`config.mk`:
```
export PLATFORM = sky130hd
export DESIGN_NAME = wb_write_arbiter
export DESIGN_NICKNAME = d
export VERILOG_FILES = /design/src/rtl/wb_write_arbiter_pkg.sv /design/src/rtl/wb_fifo.sv /design/src/rtl/wb_write_arbiter.sv
export SDC_FILE = /design/constraint.sdc
export NUM_CORES = 1
export LEC_CHECK = 0
export ABC_AREA = 0
export CELL_PAD_IN_SITES_DETAIL_PLACEMENT = 1
export CELL_PAD_IN_SITES_GLOBAL_PLACEMENT = 2
export CORE_MARGIN = 8
export CORE_UTILIZATION = 39
export CTS_CLUSTER_SIZE = 40
export DETAILED_ROUTE_END_ITERATION = 10
export HOLD_SLACK_MARGIN = 0.15
export PLACE_DENSITY_LB_ADDON = 0.2
export SYNTH_ARGS = -nofsm -noshare
export SYNTH_HDL_FRONTEND = slang
export SYNTH_SLANG_ARGS = --single-unit
```
`constraint.sdc`:
```
create_clock -name clk -period 3.41 [get_ports clk]
set_clock_uncertainty 0.1 [all_clocks]
set_input_delay 0.682 -clock clk [delete_from_list [all_inputs] [get_ports clk]]
set_output_delay 0.682 -clock clk [all_outputs]
set_load 0.02 [all_outputs]
```
`src/rtl/wb_write_arbiter_pkg.sv`:
```
`default_nettype none
// +----------------------------------------------------------------------+
// | Module      : wb_write_arbiter_pkg                                   |
// | Description : Shared widths and buffered-write entry type            |
// | Revision    : 1.0                                                    |
// +----------------------------------------------------------------------+
package wb_write_arbiter_pkg;

    localparam int c_DATA_W = 32;
    localparam int c_REG_W  = 5;

    typedef struct packed {
        logic [c_REG_W-1:0]  regIdx;
        logic [c_DATA_W-1:0] data;
        logic                live;
    } wb_entry_t;

endpackage : wb_write_arbiter_pkg
`default_nettype wire

```
`src/rtl/wb_fifo.sv`:
```
`default_nettype none
// +----------------------------------------------------------------------+
// | Module      : wb_fifo                                                |
// | Description : Circular buffer of pending writes, kill-by-tag, query  |
// | Revision    : 1.0                                                    |
// +----------------------------------------------------------------------+
module wb_fifo
    import wb_write_arbiter_pkg::*;
#(
    parameter int DEPTH = 4
) (
    input  logic                       clk,
    input  logic                       rst,
    input  logic                       i_push,
    input  wb_entry_t                  i_pushEntry,
    input  logic                       i_pop,
    input  logic                       i_kill,
    input  logic [c_REG_W-1:0]         i_killReg,
    input  logic [c_REG_W-1:0]         i_queryReg,
    output logic                       o_queryHit,
    output wb_entry_t                  o_head,
    output logic                       o_empty,
    output logic                       o_full,
    output logic [$clog2(DEPTH):0]     o_count
);

    localparam int c_PTR_W = $clog2(DEPTH);
    localparam int c_CNT_W = c_PTR_W + 1;

    wb_entry_t             r_mem [DEPTH];
    logic [DEPTH-1:0]      r_valid;
    logic [c_PTR_W-1:0]    r_wrPtr;
    logic [c_PTR_W-1:0]    r_rdPtr;
    logic [c_CNT_W-1:0]    r_count;

    logic                  w_empty;
    logic                  w_full;
    logic                  w_doPush;
    logic                  w_doPop;
    logic [DEPTH-1:0]      w_match;

    assign w_empty  = (r_count == '0);
    assign w_full   = (r_count == c_CNT_W'(DEPTH));
    assign w_doPush = i_push && !w_full;
    assign w_doPop  = i_pop && !w_empty;

    always_ff @(posedge clk) begin
        if (rst) begin
            r_valid <= '0;
            r_wrPtr <= '0;
            r_rdPtr <= '0;
            r_count <= '0;
        end else begin
            // Kill is applied before the push so a same-cycle push stays live.
            if (i_kill) begin
                for (int i = 0; i < DEPTH; i++) begin
                    if (r_valid[i] && (r_mem[i].regIdx == i_killReg)) begin
                        r_mem[i].live <= 1'b0;
                    end
                end
            end
            if (w_doPop) begin
                r_valid[r_rdPtr] <= 1'b0;
                r_rdPtr          <= r_rdPtr + 1'b1;
            end
            if (w_doPush) begin
                r_mem[r_wrPtr]   <= i_pushEntry;
                r_valid[r_wrPtr] <= 1'b1;
                r_wrPtr          <= r_wrPtr + 1'b1;
            end
            case ({w_doPush, w_doPop})
                2'b10:   r_count <= r_count + 1'b1;
                2'b01:   r_count <= r_count - 1'b1;
                default: r_count <= r_count;
            endcase
        end
    end

    generate
        for (genvar g = 0; g < DEPTH; g++) begin : g_match
            assign w_match[g] = r_valid[g] && r_mem[g].live &&
                                (r_mem[g].regIdx == i_queryReg);
        end
    endgenerate

    assign o_queryHit = (i_queryReg != '0) && (|w_match);
    assign o_head     = r_mem[r_rdPtr];
    assign o_empty    = w_empty;
    assign o_full     = w_full;
    assign o_count    = r_count;

endmodule : wb_fifo
`default_nettype wire

```
`src/rtl/wb_write_arbiter.sv`:
```
`default_nettype none
// +----------------------------------------------------------------------+
// | Module      : wb_write_arbiter                                       |
// | Description : Merges pipeline and long-latency writes onto the       |
// |               register-file write port, preserving WAW order         |
// | Revision    : 1.0                                                    |
// +----------------------------------------------------------------------+
module wb_write_arbiter
    import wb_write_arbiter_pkg::*;
#(
    parameter int DATA_W = c_DATA_W,
    parameter int REG_W  = c_REG_W,
    parameter int DEPTH  = 4
) (
    input  logic                      clk,
    input  logic                      rst,
    input  logic                      pipe_we,
    input  logic [REG_W-1:0]          pipe_reg,
    input  logic [DATA_W-1:0]         pipe_data,
    input  logic                      lu_valid,
    input  logic [REG_W-1:0]          lu_reg,
    input  logic [DATA_W-1:0]         lu_data,
    output logic                      lu_ready,
    input  logic [REG_W-1:0]          query_reg,
    output logic                      query_busy,
    output logic [$clog2(DEPTH):0]    fifo_count,
    output logic                      RegWrite,
    output logic [REG_W-1:0]          WriteReg,
    output logic [DATA_W-1:0]         WriteData
);

    logic       w_pipeWr;
    logic       w_push;
    logic       w_pop;
    logic       w_empty;
    logic       w_full;
    wb_entry_t  w_pushEntry;
    wb_entry_t  w_head;

    // Writes to $0 never reach the register file, so they leave the port idle.
    assign w_pipeWr = pipe_we && (pipe_reg != '0);
    assign lu_ready = !w_full;
    assign w_push   = lu_valid && lu_ready && (lu_reg != '0);
    assign w_pop    = !w_pipeWr && !w_empty;

    assign w_pushEntry = '{regIdx: lu_reg, data: lu_data, live: 1'b1};

    wb_fifo #(
        .DEPTH (DEPTH)
    ) u_fifo (
        .clk         (clk),
        .rst         (rst),
        .i_push      (w_push),
        .i_pushEntry (w_pushEntry),
        .i_pop       (w_pop),
        .i_kill      (w_pipeWr),
        .i_killReg   (pipe_reg),
        .i_queryReg  (query_reg),
        .o_queryHit  (query_busy),
        .o_head      (w_head),
        .o_empty     (w_empty),
        .o_full      (w_full),
        .o_count     (fifo_count)
    );

    always_ff @(posedge clk) begin
        if (rst) begin
            RegWrite  <= 1'b0;
            WriteReg  <= '0;
            WriteData <= '0;
        end else if (w_pipeWr) begin
            RegWrite  <= 1'b1;
            WriteReg  <= pipe_reg;
            WriteData <= pipe_data;
        end else if (w_pop) begin
            // A killed head still consumes the slot but produces no write.
            RegWrite <= w_head.live;
            if (w_head.live) begin
                WriteReg  <= w_head.regIdx;
                WriteData <= w_head.data;
            end
        end else begin
            RegWrite <= 1'b0;
        end
    end

endmodule : wb_write_arbiter
`default_nettype wire

```
==> impl_summary.log <==
INFO  metric mappedNetlistNets = 615
INFO  metric grt_remaining_overflow = 0
INFO  metric post_synth_instance_area = 8434 sq um
INFO  metric synthAdderAreaFrac = 1.572%
INFO  metric postRouteAntennaNets = 0
INFO  metric clk_pin_slew_worst_paths = 0.06 ns
INFO  metric design.final.nets = 754
INFO  metric fp.dieW = 163.1 um
INFO  metric place_worst_setup_slack = -0.1515 ns
INFO  metric wl_per_cell = 22.72 um
INFO  metric final_setup_violation_count = 0
INFO  metric pin_count = 126
INFO  metric async_reset_ff_share = 0%
INFO  metric clkPwrFrac = 31.0%
INFO  metric routabilityCongestion = 0.8382
INFO  metric synth_edf_count = 148
INFO  metric worst_setup_path_end_kind = primary output
INFO  metric cts-root-to-sink-buffers = 3
INFO  metric fin_area = 10,810 sq um
INFO  metric totalWireLength = 21,740 um
INFO  metric antenna_found_initial = 1
INFO  metric drt-pass1-iter-count = 4
INFO  metric synthesis.yosys.warnings = 0
INFO  metric crit_path_max_fanout = 5
INFO  metric synth.area.mux_share = 10.27%
INFO  metric wl_met1 = 9116 um
INFO  metric netlist_instances = 522
INFO  metric vdd.ir_drop.worst = 0.2909 mV
INFO  metric cts_tree = yes
INFO  metric hold_path.class = reg -> reg
INFO  metric critPathKind = in -> out
INFO  metric grt.total_usage = 16.25%
INFO  metric final-hold-violation-count = 0
INFO  metric insertion_delay = 0.49 ns
INFO  metric holdBufCountCts = 0
INFO  metric cts-resized-gates = 3
INFO  metric fin_setup_tns = 0 ns
INFO  metric drive_above_1_share = 23.04%
INFO  metric area.growth.synth_to_final = 28.22%
INFO  metric cts_htree_levels = 1
INFO  metric finalWorstSetupSlack = 0.1755 ns
INFO  metric synthesis.area_per_instance = 16.16 sq um
INFO  metric synth-compound-area-share = 6.498%
INFO  metric timing_max_transition_violations_final = 0
INFO  metric min_period_over_period = 94.85%
INFO  metric place.detailed.hpwl = 14,540 um
INFO  metric numCtsBuffers = 23
INFO  metric met3WireLength = 1048 um
INFO  metric route.detailed.drc = 0
INFO  metric detailroute.wirelength.met2 = 11,140 um
INFO  metric site_rows = 54
INFO  metric min_period = 3.234 ns
INFO  metric clock-sinks = 203
INFO  metric global_route_wire_length_before_repair = 32,980 um
INFO  metric vias_in_the_first_global_route = 5,620
INFO  metric seqPwrFrac = 39.8%
INFO  metric dr_total_vias = 5,006
INFO  metric min_path_cells = 2
INFO  metric timing.reg2reg.worst_path_depth = 8
INFO  metric crit_arrival = 2.45 ns
INFO  metric grt_start_max_net_pins = 52
INFO  metric placed_area = 10,060 sq um
INFO  metric timing_worst_slew_pin_value = 0.7967 ns
INFO  metric start_util = 39.13%
INFO  metric cts_setup_buffers = 0
INFO  metric fp.dieH = 163.1 um
INFO  metric seq_area_frac_synth = 65.75%
INFO  metric maxSlewHeadroom = 46.88%
INFO  metric max-cap-violations = 0
INFO  metric routed_via_density = 5.231
INFO  metric p_comb_share = 29.2%
INFO  metric power.net_switching = 0.002307 W
INFO  metric leakage = 3.652 nW
INFO  metric outcome = completed
INFO  metric insertedDiodeCount = 0
INFO  metric timing.fmax = 309.2 MHz
INFO  metric floorplan.die_area = 26,590 sq um
INFO  metric main_combinational_cell_family_by_area_after_synthesis = multiplexers
INFO  metric synth_simple_gate_area_share = 8.485%
INFO  metric intPower = 0.005516 W
INFO  metric fp.coreArea = 21,550 sq um
INFO  metric power.density_cell_area = 723.4 nW/um^2
INFO  metric first_iter_violations = 263
INFO  metric yosys_register_bits = 203
INFO  metric xor_xnor_share_of_the_synthesized_area = 4.569%
INFO  metric port-buffer-count = 125
INFO  metric rsz0062_at_grt = no
INFO  metric final_core_density = 50.17%
INFO  metric critPathLaunchType = input port
INFO  metric routed.top_layer = met5
INFO  metric cp.required = 2.63 ns
INFO  metric root_buffer = sky130_fd_sc_hd__clkbuf_16
INFO  metric dominantRegCellSynth = sky130_fd_sc_hd__edfxtp_1
INFO  metric switching_share = 29.48%
INFO  metric netlist-cell-type-count = 35
area by class of cell:
class / instances / area, sq um
tap: 280 / 350.3
sequential: 203 / 5548
inverter: 10 / 37.54
clock inverter: 7 / 86.33
multi-input combinational: 274 / 2653
clock buffer: 34 / 666.9
timing repair buffer: 149 / 1473
fill: 2080 / 10740
layout by cell type, fill, tap and decap left out, drive strengths merged:
| cell | count |
|---|---|
| edfxtp | 148 |
| clkdlybuf4s50 | 121 |
| dfxtp | 55 |
| nor2 | 44 |
| mux4 | 38 |
| o22ai | 35 |
| nor3 | 35 |
| clkbuf | 34 |
| xor2 | 33 |
| buf | 25 |
| nand2 | 15 |
| xnor2 | 11 |
| nand4 | 11 |
| inv | 10 |
| ha | 9 |
| nor4 | 8 |
| a21oi | 7 |
| o21ai | 6 |
| and2 | 5 |
| clkinv | 5 |
| a22o | 4 |
| dlygate4sd2 | 3 |
| or4 | 3 |
| or3 | 2 |
| a31oi | 2 |
| bufinv | 2 |
| nand3 | 2 |
| o211a | 1 |
| o21a | 1 |
| mux2i | 1 |
| fa | 1 |
cell families after synthesis:
family,count (synthesis)
buf+inv,45
mux,39
simple gates,125
fa+ha+maj,10
compound gates,56
xor+xnor,44
flops,203
cells in the mapped netlist, types with 2 or more instances:
cell type	count	area (sq um)
sky130_fd_sc_hd__inv_1	10	37.54
sky130_fd_sc_hd__o22ai_2	30	375.4
sky130_fd_sc_hd__buf_4	3	22.52
sky130_fd_sc_hd__a22o_1	4	35.03
sky130_fd_sc_hd__edfxtp_1	148	4444
sky130_fd_sc_hd__clkbuf_1	18	67.56
sky130_fd_sc_hd__o22ai_1	5	31.28
sky130_fd_sc_hd__and2_1	5	31.28
sky130_fd_sc_hd__or4_1	2	15.01
sky130_fd_sc_hd__buf_2	7	35.03
sky130_fd_sc_hd__buf_6	7	78.83
sky130_fd_sc_hd__nor2_1	44	165.2
sky130_fd_sc_hd__nand4_1	11	68.82
sky130_fd_sc_hd__dfxtp_1	55	1101
sky130_fd_sc_hd__nand2_1	14	52.55
sky130_fd_sc_hd__xor2_1	33	289.0
sky130_fd_sc_hd__ha_1	9	112.6
sky130_fd_sc_hd__xnor2_1	11	96.34
sky130_fd_sc_hd__o21ai_0	5	25.02
sky130_fd_sc_hd__or3_1	2	12.51
sky130_fd_sc_hd__nor3_1	15	75.07
sky130_fd_sc_hd__nor4_1	8	50.05
sky130_fd_sc_hd__a31oi_1	2	12.51
sky130_fd_sc_hd__a21oi_1	7	35.03
sky130_fd_sc_hd__nor3_2	20	200.2
sky130_fd_sc_hd__mux4_2	38	855.8
power by group through the flow:
stage          clock network [W]  logic [W]  registers, W
6_report                 0.00242    0.00229       0.00311
5_1_grt                  0.00257    0.00246       0.00314
4_1_cts                  0.00248    0.00235       0.00312
3_5_place_dp                   0    0.00233       0.00317
3_3_place_gp                   0    0.00227       0.00315
2_1_floorplan                  0    0.00140       0.00329
metrics by stage:
step	total power, W	hold slack [ns]	cells
after floorplan	0.004689	0.3586	522
after global placement	0.005421	0.3761	916
after detailed placement	0.005498	0.3739	916
after CTS	0.007941	0.3818	957
after global routing	0.008175	0.4345	957
final	0.007823	0.3793	957
critical path, stage by stage:
cell                              delay [ns]
sky130_fd_sc_hd__clkdlybuf4s50_1        0.53
sky130_fd_sc_hd__xor2_1                 0.19
sky130_fd_sc_hd__nor4_1                 0.32
sky130_fd_sc_hd__nand4_1                0.16
sky130_fd_sc_hd__nand4_1                0.13
sky130_fd_sc_hd__o21a_1                 0.12
sky130_fd_sc_hd__dlygate4sd2_1          0.32
sequential cells by signal (all words and copies together) (netlist names), named ones only:
| signal | flops |
|---|---|
| u_fifo.r_rdPtr | 2 |
| u_fifo.r_valid | 4 |
| WriteData | 32 |
| RegWrite | 1 |
| WriteReg | 5 |
| u_fifo.r_mem | 152 |
| u_fifo.o_count | 3 |
| u_fifo.r_wrPtr | 2 |
routing by layer:
| metal | vias up | global-route usage, % |
|---|---|---|
| met1 | 2585 | 19.77 |
| met4 | 2 | 4.921 |
| met3 | 26 | 2.974 |
| met5 | - | 0 |
| met2 | 116 | 28.82 |
| li1 | 2277 | - |
path summary, 6_finish.rpt:
kind	endpoint	slack (ns)	startpoint
max reg2reg	u_fifo.o_count[2]	0.83	u_fifo.o_count[0]
max	query_busy	0.18	query_reg[1]
min reg2reg	WriteReg[4]	0.38	WriteReg[4]
min	WriteReg[4]	0.38	WriteReg[4]
Note: power is estimated with default switching activity, not from simulation.
==> patch: new RTL, same flow settings <==
Change the package constant `c_REG_W` from 5 to 10.
--- a/src/rtl/wb_write_arbiter_pkg.sv
+++ b/src/rtl/wb_write_arbiter_pkg.sv
@@ -7,7 +7,7 @@
 package wb_write_arbiter_pkg;
 
     localparam int c_DATA_W = 32;
-    localparam int c_REG_W  = 5;
+    localparam int c_REG_W  = 10;
 
     typedef struct packed {
         logic [c_REG_W-1:0]  regIdx;
Interface: changed (resized WriteReg, lu_reg, pipe_reg and query_reg); port bits go from 126 to 146. No check against the original RTL was run, so the function may have changed too.
==> patch against the original RTL <==
Setup slack lost 0.048 ns; clock power grew 13%; final area grew 19%; wire length grew 24%; total power grew 9.2%; synthesized area grew 17%; sequential cell count grew 25; global-route usage grew 1.0 points; critical path depth shrank 1; critical path type unchanged; critical endpoint unchanged; highest routed layer is now met4.
==> patch: results (changes against the original RTL) <==
| Metric | Value |
|---|---|
| Die Area | 0.0307 mm² (+16%) |
| Leak | 4.38 nW (+20%) |
| Vias in the first global route | 6,644 (+18%) |
| Seq cells | 228 (+12%) |
| Clock buffers | 40 (+18%) |
| Worst-Margin Slew | 0.925 ns (+0.128 ns) |
| Fillers | 2,446 (+18%) |
| Final Net Count | 924 (+23%) |
| Worst hold slack | 0.414 ns (+0.0344 ns) |
| Fin crit share | 0.962 (+0.0140) |
| Non-clk bufs | 196 (+32%) |
| Clk tree area frac | 0.0659 (-0.00378) |
| Antenna violations before repair | 0 (-1) |
| Fraction of area in multi-input gates | 0.260 (+0.0147) |
| Cells after DPL | 1,118 (+22%) |
| Port buffer count | 145 (+16%) |
| Post-synthesis cell count | 640 (+23%) |
| Compound-gate portion of the synthesized area | 0.0518 (-0.0131) |
| Number of synthesized flops with an enable pin | 168 (+14%) |
| P_clk | 2.73 mW (+13%) |
| Area Growth Syn to Fin | 29.8% |
| Hold Path Origin | u_fifo.r_mem[1][0] |
| Inverters | 13 (+3) |
| DP HPWL | 19,300 µm (+33%) |
| Fraction of cell area in non-clock buffers | 0.151 (+0.0152) |
| P_comb | 2.38 mW (+4%) |
| Critical path fanouts, max | 3 (-2) |
| Critical path's slowest cell | or4_1 |
| GP Congestion | 0.840 (+0.20%) |
| Syn nets | 748 (+22%) |
| Mux cell area share after synthesis | 0.142 (+0.0391) |
| Unique masters post-synth | 39 (+11%) |
| Reg2Reg Setup Slack | 0.91 ns (+0.08 ns) |
| P_sw | 2.45 mW (+6.1%) |
| Largest net degree at the start of global routing | 43 (-17%) |
| Worst skew pair latency | 0.52 ns (+0.03 ns) |
| Post-Route WL | 26,900 µm (+24%) |
| Worst vdd ir | 0.397 mV (+37%) |
| Regs by FF count | u_fifo.r_mem: 172 flops, WriteData: 32 flops, WriteReg: 10 flops |
| Worst reg2reg path startpoint | u_fifo.o_count[2] |
| DP Area | 0.0120 mm² (+19%) |
| Vias post-DR | 5,990 (+20%) |
| Outcome | finished clean |
| Share of cells above drive strength 1 | 0.187 (-0.0438) |
| First-pass GRT wire length | 40,900 µm (+24%) |
-- patch: cell types whose count changed in the layout (fill, tap and decap cells not counted), moves of 20 or more --
cell	unedited run	this run
xnor2_1	11	78
nor3_2	20	0
mux2i_1	1	43
a211oi_1	0	27
buf_4	20	42
xor2_1	33	6
edfxtp_1	148	168
clkdlybuf4s50_1	121	143
o22ai_2	30	0
-- patch: logic make-up (layout without fill, tap and decap cells) --
| kind of cell | count (synthesis) | in the layout |
|---|---|---|
| simple gates | 110 | 110 |
| mux | 86 | 86 |
| compound gates | 61 | 61 |
| buf+inv | 61 | 257 |
| fa+ha+maj | 10 | 10 |
| flops | 228 | 228 |
| xor+xnor | 84 | 84 |
-- patch: layer usage --
| layer | global-route usage | part of all wire | up-vias |
|---|---|---|---|
| met5 | 0 | 0 | - |
| met4 | 0.0307 | 0.010 | 0 |
| met3 | 0.0414 | 0.062 | 26 |
| met2 | 0.285 | 0.47 | 165 |
| met1 | 0.232 | 0.46 | 3024 |
| li1 | - | - | 2775 |
